[src/rtl/ising_pkg.sv]
// Shared types for the Ising run controller: FSM state encoding and the zero-coupling weight level.
// No logic; no latency.
// No flow control.
package ising_pkg;

    typedef enum logic [2:0] {
        ST_IDLE   = 3'd0,
        ST_SETTLE = 3'd1,
        ST_RUN    = 3'd2,
        ST_SAMPLE = 3'd3,
        ST_DONE   = 3'd4
    } run_state_t;

    // The middle coupling level corresponds to zero coupling strength.
    function automatic int unsigned zero_coupling(input int unsigned num_weights);
        return num_weights / 2;
    endfunction

endpackage

[src/rtl/ising_run_ctrl_if.sv]
// Weight-configuration write channel into the Ising run controller.
// No logic; no latency.
// Valid/ready: a write transfers when cfg_valid && cfg_ready.
interface ising_run_ctrl_if #(
    parameter int N           = 8,
    parameter int NUM_WEIGHTS = 5
);
    localparam int IDX_W = $clog2(N);
    localparam int WW    = $clog2(NUM_WEIGHTS);

    logic             cfg_valid;
    logic             cfg_ready;
    logic [IDX_W-1:0] cfg_row;
    logic [IDX_W-1:0] cfg_col;
    logic [WW-1:0]    cfg_weight;

    modport master (
        output cfg_valid, cfg_row, cfg_col, cfg_weight,
        input  cfg_ready
    );

    modport slave (
        input  cfg_valid, cfg_row, cfg_col, cfg_weight,
        output cfg_ready
    );
endinterface

[src/rtl/spin_sync.sv]
// Two-flop synchronizer bringing the asynchronous oscillator phases into the clk domain.
// Latency: 2 cycles.
// No backpressure; samples every cycle.
module spin_sync #(
    parameter int W = 8
) (
    input  logic         clk,
    input  logic         rst,
    input  logic [W-1:0] d,
    output logic [W-1:0] q
);
    logic [W-1:0] meta_q;

    always_ff @(posedge clk or posedge rst) begin
        if (rst) begin
            meta_q <= '0;
            q      <= '0;
        end else begin
            meta_q <= d;
            q      <= meta_q;
        end
    end
endmodule

[src/rtl/ising_run_ctrl.sv]
// Sequences an Ising-machine run (settle, oscillate, sample) and holds the symmetric coupling weights.
// Latency: start to done = SETTLE_CYC + run_cycles + 3 cycles.
// cfg writes stall (cfg_ready=0) whenever a run is in progress; start while busy is ignored.
module ising_run_ctrl
    import ising_pkg::*;
#(
    parameter int N           = 8,
    parameter int NUM_WEIGHTS = 5,
    parameter int CNT_W       = 16,
    parameter int SETTLE_CYC  = 4,
    localparam int WW         = $clog2(NUM_WEIGHTS),
    localparam int IDX_W      = $clog2(N)
) (
    input  logic                clk,
    input  logic                rst,
    ising_run_ctrl_if.slave     cfg,
    input  logic                start,
    input  logic                abort,
    input  logic [CNT_W-1:0]    run_cycles,
    input  logic [N-1:0]        spin_in,
    output logic [N*N*WW-1:0]   weights,
    output logic                osc_en,
    output logic                busy,
    output logic                done,
    output logic                cfg_err,
    output logic [N-1:0]        spins_out
);
    localparam logic [WW-1:0]    ZERO_W      = WW'(zero_coupling(NUM_WEIGHTS));
    localparam logic [IDX_W:0]   IDX_LIM     = (IDX_W+1)'(N);
    localparam logic [WW:0]      W_LIM       = (WW+1)'(NUM_WEIGHTS);
    localparam logic [CNT_W-1:0] SETTLE_LAST = CNT_W'(SETTLE_CYC - 1);

    run_state_t       state_q, state_d;
    logic [CNT_W-1:0] cnt_q, cnt_d;
    logic [CNT_W-1:0] run_len_q;
    logic [N-1:0]     spin_sync_q;
    logic             start_acc;
    logic             load_spins;
    logic             wr_acc;
    logic             wr_ok;

    spin_sync #(.W(N)) u_spin_sync (
        .clk (clk),
        .rst (rst),
        .d   (spin_in),
        .q   (spin_sync_q)
    );

    // Outputs decode the state register directly so reset drops osc_en without waiting for an edge.
    assign osc_en        = (state_q == ST_RUN);
    assign busy          = (state_q != ST_IDLE);
    assign done          = (state_q == ST_DONE);
    assign cfg.cfg_ready = (state_q == ST_IDLE);

    assign wr_acc = cfg.cfg_valid && cfg.cfg_ready;
    assign wr_ok  = (cfg.cfg_row != cfg.cfg_col)
                 && ({1'b0, cfg.cfg_row}    < IDX_LIM)
                 && ({1'b0, cfg.cfg_col}    < IDX_LIM)
                 && ({1'b0, cfg.cfg_weight} < W_LIM);

    always_comb begin
        state_d    = state_q;
        cnt_d      = cnt_q;
        start_acc  = 1'b0;
        load_spins = 1'b0;
        case (state_q)
            ST_IDLE: begin
                if (start) begin
                    state_d   = ST_SETTLE;
                    cnt_d     = '0;
                    start_acc = 1'b1;
                end
            end
            ST_SETTLE: begin
                if (cnt_q == SETTLE_LAST) begin
                    state_d = ST_RUN;
                    cnt_d   = '0;
                end else begin
                    cnt_d = cnt_q + 1'b1;
                end
            end
            ST_RUN: begin
                if (cnt_q == run_len_q - CNT_W'(1)) begin
                    state_d = ST_SAMPLE;
                    cnt_d   = '0;
                end else begin
                    cnt_d = cnt_q + 1'b1;
                end
            end
            ST_SAMPLE: begin
                if (cnt_q == CNT_W'(1)) begin
                    state_d    = ST_DONE;
                    cnt_d      = '0;
                    load_spins = 1'b1;
                end else begin
                    cnt_d = cnt_q + 1'b1;
                end
            end
            ST_DONE: begin
                state_d = ST_IDLE;
            end
            default: begin
                state_d = ST_IDLE;
                cnt_d   = '0;
            end
        endcase
        if (abort && (state_q != ST_IDLE)) begin
            state_d    = ST_IDLE;
            cnt_d      = '0;
            load_spins = 1'b0;
        end
    end

    always_ff @(posedge clk or posedge rst) begin
        if (rst) begin
            state_q   <= ST_IDLE;
            cnt_q     <= '0;
            run_len_q <= CNT_W'(1);
            spins_out <= '0;
            cfg_err   <= 1'b0;
        end else begin
            state_q <= state_d;
            cnt_q   <= cnt_d;
            if (start_acc) begin
                run_len_q <= (run_cycles == '0) ? CNT_W'(1) : run_cycles;
            end
            if (load_spins) begin
                spins_out <= spin_sync_q;
            end
            // A same-cycle bad write and start: the start acceptance clears the error.
            if (start_acc) begin
                cfg_err <= 1'b0;
            end else if (wr_acc && !wr_ok) begin
                cfg_err <= 1'b1;
            end
        end
    end

    for (genvar r = 0; r < N; r++) begin : g_row
        for (genvar c = 0; c < N; c++) begin : g_col
            localparam logic [IDX_W-1:0] R = IDX_W'(r);
            localparam logic [IDX_W-1:0] C = IDX_W'(c);
            logic [WW-1:0] cell_q;
            logic          hit;

            assign hit = wr_acc && wr_ok
                      && (((cfg.cfg_row == R) && (cfg.cfg_col == C))
                       || ((cfg.cfg_row == C) && (cfg.cfg_col == R)));

            always_ff @(posedge clk or posedge rst) begin
                if (rst) begin
                    cell_q <= ZERO_W;
                end else if (hit) begin
                    cell_q <= cfg.cfg_weight;
                end
            end

            assign weights[(r*N+c)*WW +: WW] = cell_q;
        end
    end
endmodule

[src/flat_wrapper.sv]
// flat-port wrapper written by rule: the top's interface ports become plain ports
module ising_run_ctrl_flat import ising_pkg::*;
#(
    parameter int N           = 8,
    parameter int NUM_WEIGHTS = 5,
    parameter int CNT_W       = 16,
    parameter int SETTLE_CYC  = 4,
    localparam int WW         = $clog2(NUM_WEIGHTS),
    localparam int IDX_W      = $clog2(N)
)
  (clk, rst, start, abort, run_cycles, spin_in, weights, osc_en, busy, done, cfg_err, spins_out, cfg_cfg_valid, cfg_cfg_row, cfg_cfg_col, cfg_cfg_weight, cfg_cfg_ready);
  ising_run_ctrl_if #(.N(N), .NUM_WEIGHTS(NUM_WEIGHTS)) cfg_i ();
  input  logic clk;
  input  logic rst;
  input  logic start;
  input  logic abort;
  input  logic [CNT_W-1:0] run_cycles;
  input  logic [N-1:0] spin_in;
  output logic [N*N*WW-1:0] weights;
  output logic osc_en;
  output logic busy;
  output logic done;
  output logic cfg_err;
  output logic [N-1:0] spins_out;
  input wire logic [$bits(cfg_i.cfg_valid)-1:0] cfg_cfg_valid;
  input wire logic [$bits(cfg_i.cfg_row)-1:0] cfg_cfg_row;
  input wire logic [$bits(cfg_i.cfg_col)-1:0] cfg_cfg_col;
  input wire logic [$bits(cfg_i.cfg_weight)-1:0] cfg_cfg_weight;
  output wire logic [$bits(cfg_i.cfg_ready)-1:0] cfg_cfg_ready;
  assign cfg_i.cfg_valid = cfg_cfg_valid;
  assign cfg_i.cfg_row = cfg_cfg_row;
  assign cfg_i.cfg_col = cfg_cfg_col;
  assign cfg_i.cfg_weight = cfg_cfg_weight;
  assign cfg_cfg_ready = cfg_i.cfg_ready;
  ising_run_ctrl #(.N(N), .NUM_WEIGHTS(NUM_WEIGHTS), .CNT_W(CNT_W), .SETTLE_CYC(SETTLE_CYC)) u_core (.clk(clk), .rst(rst), .cfg(cfg_i), .start(start), .abort(abort), .run_cycles(run_cycles), .spin_in(spin_in), .weights(weights), .osc_en(osc_en), .busy(busy), .done(done), .cfg_err(cfg_err), .spins_out(spins_out));
endmodule
[config.mk]
export PLATFORM = sky130hd
export DESIGN_NAME = ising_run_ctrl_flat
export DESIGN_NICKNAME = d
export VERILOG_FILES = /design/src/rtl/ising_pkg.sv /design/src/rtl/ising_run_ctrl_if.sv /design/src/rtl/spin_sync.sv /design/src/rtl/ising_run_ctrl.sv /design/src/flat_wrapper.sv
export SDC_FILE = /design/constraint.sdc
export NUM_CORES = 1
export LEC_CHECK = 0
export CORE_MARGIN = 1
export CORE_UTILIZATION = 50
export DETAILED_ROUTE_END_ITERATION = 10
export DONT_BUFFER_PORTS = 1
export GPL_ROUTABILITY_DRIVEN = 0
export GPL_TIMING_DRIVEN = 0
export HOLD_SLACK_MARGIN = 0.12
export PLACE_DENSITY_LB_ADDON = 0.12
export RECOVER_POWER = 50
export SYNTH_ARGS = -nofsm -noshare
export SYNTH_HDL_FRONTEND = slang
export SYNTH_SLANG_ARGS = --single-unit
[constraint.sdc]
create_clock -name clk -period 9.1 [get_ports clk]
set_clock_uncertainty 0.1 [all_clocks]
set_input_delay 1.365 -clock clk [delete_from_list [all_inputs] [get_ports clk]]
set_output_delay 1.365 -clock clk [all_outputs]
set_load 0.03 [all_outputs]
==> impl_metrics.csv <==
group,metric,value,unit
cells_and_area,area_growth,11.57,%
die,pin_count,243,
synth,netlist_area,0.007904,mm2
cells_and_area,finalCoreUtilization,57.58,%
synth,ys_types,54,
global_routing,grt_max_degree,104,
placement,port_buffers,0,
clock_network,post_cts_buffers,0,
route,routed-via-count,5076,
synth,synth-edff-count,0,
worst_setup_path,r2r-end,"u_core.cnt_q[4]",
worst_setup_path,critical_path_class,"input pin to async pin",
worst_setup_path,worst_path_largest_cell_delay,2.44,ns
clock_network,clk_latency,0.42,ns
clock_network,ctsHtreeMaxLevel,4,
worst_setup_path,endpoint_kind,"async pin",
worst_setup_path,arrival,3.92,ns
worst_setup_path,cp_num_buf_inv,1,
synth,synth-seq-cells,168,
timing,tightest_slew,4.458,ns
run_status,violations,"max-capacitance violations, max-slew violations",
clock_network,cts_resized,0,
run,maxCapViolCount,1,
placement,dp_hpwl,12.60,mm
timing,period_share,46.87,%
global_routing,antenna_found_initial,0,
clock_network,cts_inserted_buffers,17,
cells_and_area,final_cell_count_no_fill,921,
global_routing,grt_pass1_wl,26.94,mm
pwr,p_leak,4.023,nW
worst_setup_path,critPathLaunch,"rst",
worst_setup_path,cp_slowest_cell,"clkinvlp_2",
cells_and_area,diodes,0,
placement,pre_cts_ws,4.807,ns
synth,avgSynthCellArea,11.67,um2
synth,yosysSeqAreaShare,53.78,%
die,initial_core_util,51.61,%
timing,relSlewSlack,-198.8,%
synth,synth_ff_type,"dfrtp_1",
worst_setup_path,ff2ff_path_depth,13,
worst_setup_path,r2r_setup_slack,5.47,ns
route,dr.first_iter.drc_count,295,
route,drc,0,
route,wire_per_inst,18.54,um
timing,fmax,234.4,MHz
die,die_x,127.7,um
timing,fin_ws,4.834,ns
synth,synthArstFlopShare,100.0,%
timing,report.final.setup_viol,0,
route,ant_nets,0,
worst_setup_path,cp_max_fo,103,
clock_network,clock_path_buffers,2,
global_routing,grt_pass1_vias,5144,
min_path,min_to,"u_core.u_spin_sync.q[2]",
min_path,hold_path_class,"flip-flop to flip-flop",
worst_setup_path,cp.required,8.75,ns
pwr,peakVddDrop,0.1359,mV
clock_network,clk_pin_slew,0.07,ns
timing,timing_hold_violations_final,0,
worst_setup_path,path_delay_family,"buffers and inverters",
die,die_area,0.01632,mm2
cells_and_area,final_net_count,738,
route,dr.pass1.iters,7,
synth,yosysWarnings,0,
route,wl,17.08,mm
worst_setup_path,r2r-start,"u_core.run_len_q[0]",
synth,netlist_instances,677,
global_routing,grt_use_total,21.67,%
global_routing,gr-total-overflow,0,
cells_and_area,drive_gt1_share,37.04,%
timing,setup_tns,0,ns
placement,placed_cells,889,
timing,drv_slew,103,
die,core-area,0.01531,mm2
cells_and_area,fillers,1332,
synth,synth_fp_nets,718,
run_status,outcome,"finished, violations left",
clock_network,cts.sinks,168,
die,die_y,127.7,um
clock_network,clockRootBuffer,"clkbuf_16",
clock_network,cts_tree,"done",
min_path,hp-start,"u_core.u_spin_sync.meta_q[2]",
route,via_per_inst,5.511,
clock_network,hold_buffers,0,
worst_setup_path,critPathLaunchType,"input pin",
die,rows,45,
min_path,holdPathStages,0,
timing,rsz0062_at_grt,"false",
worst_setup_path,path_cells,"clkinvlp_2",
pwr,power_density,243.4,mW/mm2
timing,fin_crit,4.266,ns
## layout make-up
cell class / instances / area [um2] / area share, %
inverters: 9 / 35.03 / 0.3973
well taps: 211 / 264.0 / 2.994
clock inverters: 15 / 196.4 / 2.228
clock buffers: 17 / 425.4 / 4.824
plain buffers: 140 / 860.8 / 9.762
repair buffers: 1 / 27.53 / 0.3121
multi-input cells: 360 / 2759 / 31.29
flip-flops and latches: 168 / 4250 / 48.20
## cells by family after synthesis
group                      count (synthesis)  share of synthesized area (%)
AOI/OAI and AO/OA                         57                          5.066
xor gates and xnor gates                  29                          3.404
adders and majority gates                  3                         0.4750
buffers and inverters                    149                          11.32
DFF                                      168                          53.78
muxes                                    107                          15.23
and+or+nand+nor                          164                          10.73
## routing by layer
layer	GRT usage, %	vias up	part of all wire [%]
met2	36.09	209	51
met4	7.889	0	1.8
li1	-	2285	-
met5	0	-	0
met3	5.968	21	6.4
met1	27.07	2561	41
## worst max-delay path by stage
| stage | to | slack, ns | cells after the start |
|---|---|---|---|
| finish | u_core.run_len_q[2] | 4.83 | 1 |
| CTS | u_core.g_row[2].g_col[3].cell_q[0] | 5.26 | 10 |
| detailed placement | u_core.g_row[2].g_col[3].cell_q[0] | 4.81 | 10 |
| global route | u_core.run_len_q[2] | 4.01 | 1 |
| global placement | u_core.g_row[0].g_col[7].cell_q[2] | 1.72 | 1 |
| floorplan | u_core.cfg_err | 3.15 | 1 |
## layout by cell type (no fill, tap or decap), types with 7 or more instances in the layout
master / Yosys / layout
inv_1: 9 / 8
clkbuf_16: 0 / 17
nor4_1: 15 / 15
nand3_1: 14 / 14
xnor2_1: 15 / 15
clkinv_8: 0 / 7
clkbuf_1: 48 / 48
nor3_1: 22 / 22
o21ai_0: 12 / 12
dfstp_1: 0 / 8
nand2_1: 36 / 36
dfrtp_1: 131 / 131
nor2_1: 33 / 33
nand2b_1: 11 / 11
xor2_1: 13 / 13
dfstp_2: 37 / 29
buf_4: 85 / 85
mux2_2: 106 / 106
## synth_stat cells, drive strengths merged, types with 5 or more instances
cell type	number	area (um2)
a21o	6	45.04
a22oi	5	37.54
buf	92	680.6
clkbuf	48	180.2
dfrtp	131	3278
dfstp	37	972.2
inv	9	33.78
mux2	106	1194
nand2	36	135.1
nand2b	11	68.82
nand3	14	70.07
nand4	5	31.28
nor2	33	123.9
nor2b	6	37.54
nor3	22	110.1
nor4	16	115.1
o21ai	13	68.82
o21bai	5	37.54
or3	6	37.54
xnor2	15	131.4
xor2	13	113.9
## flip-flops by register name, indices dropped and copies added (netlist names)
name and count:
u_core.state_q 3, u_core.u_spin_sync.meta_q 8, u_core.run_len_q 16, u_core.g_row.g_col.cell_q 108
u_core.cnt_q 16, u_core.cfg_err 1, u_core.u_spin_sync.q 8, u_core.spins_out 8
## where the power goes
group          internal, mW  switching, mW  total, mW  leakage [nW]
clock network         0.376          0.346      0.722         0.301
registers             0.836          0.185       1.02          2.12
logic                 0.168          0.236      0.404          1.60
## per-stage QoR
stage | total power, mW | area [um2] | hold WS, ns
finish | 2.147 | 8818 | 0.2509
global route | 2.246 | 8818 | 0.2561
CTS | 2.171 | 8822 | 0.2527
detailed placement | 1.442 | 8200 | 0.2347
global placement | 1.429 | 8168 | 0.2325
floorplan | 1.362 | 7904 | 0.2312
No activity file was read; power rests on OpenSTA's default activity.
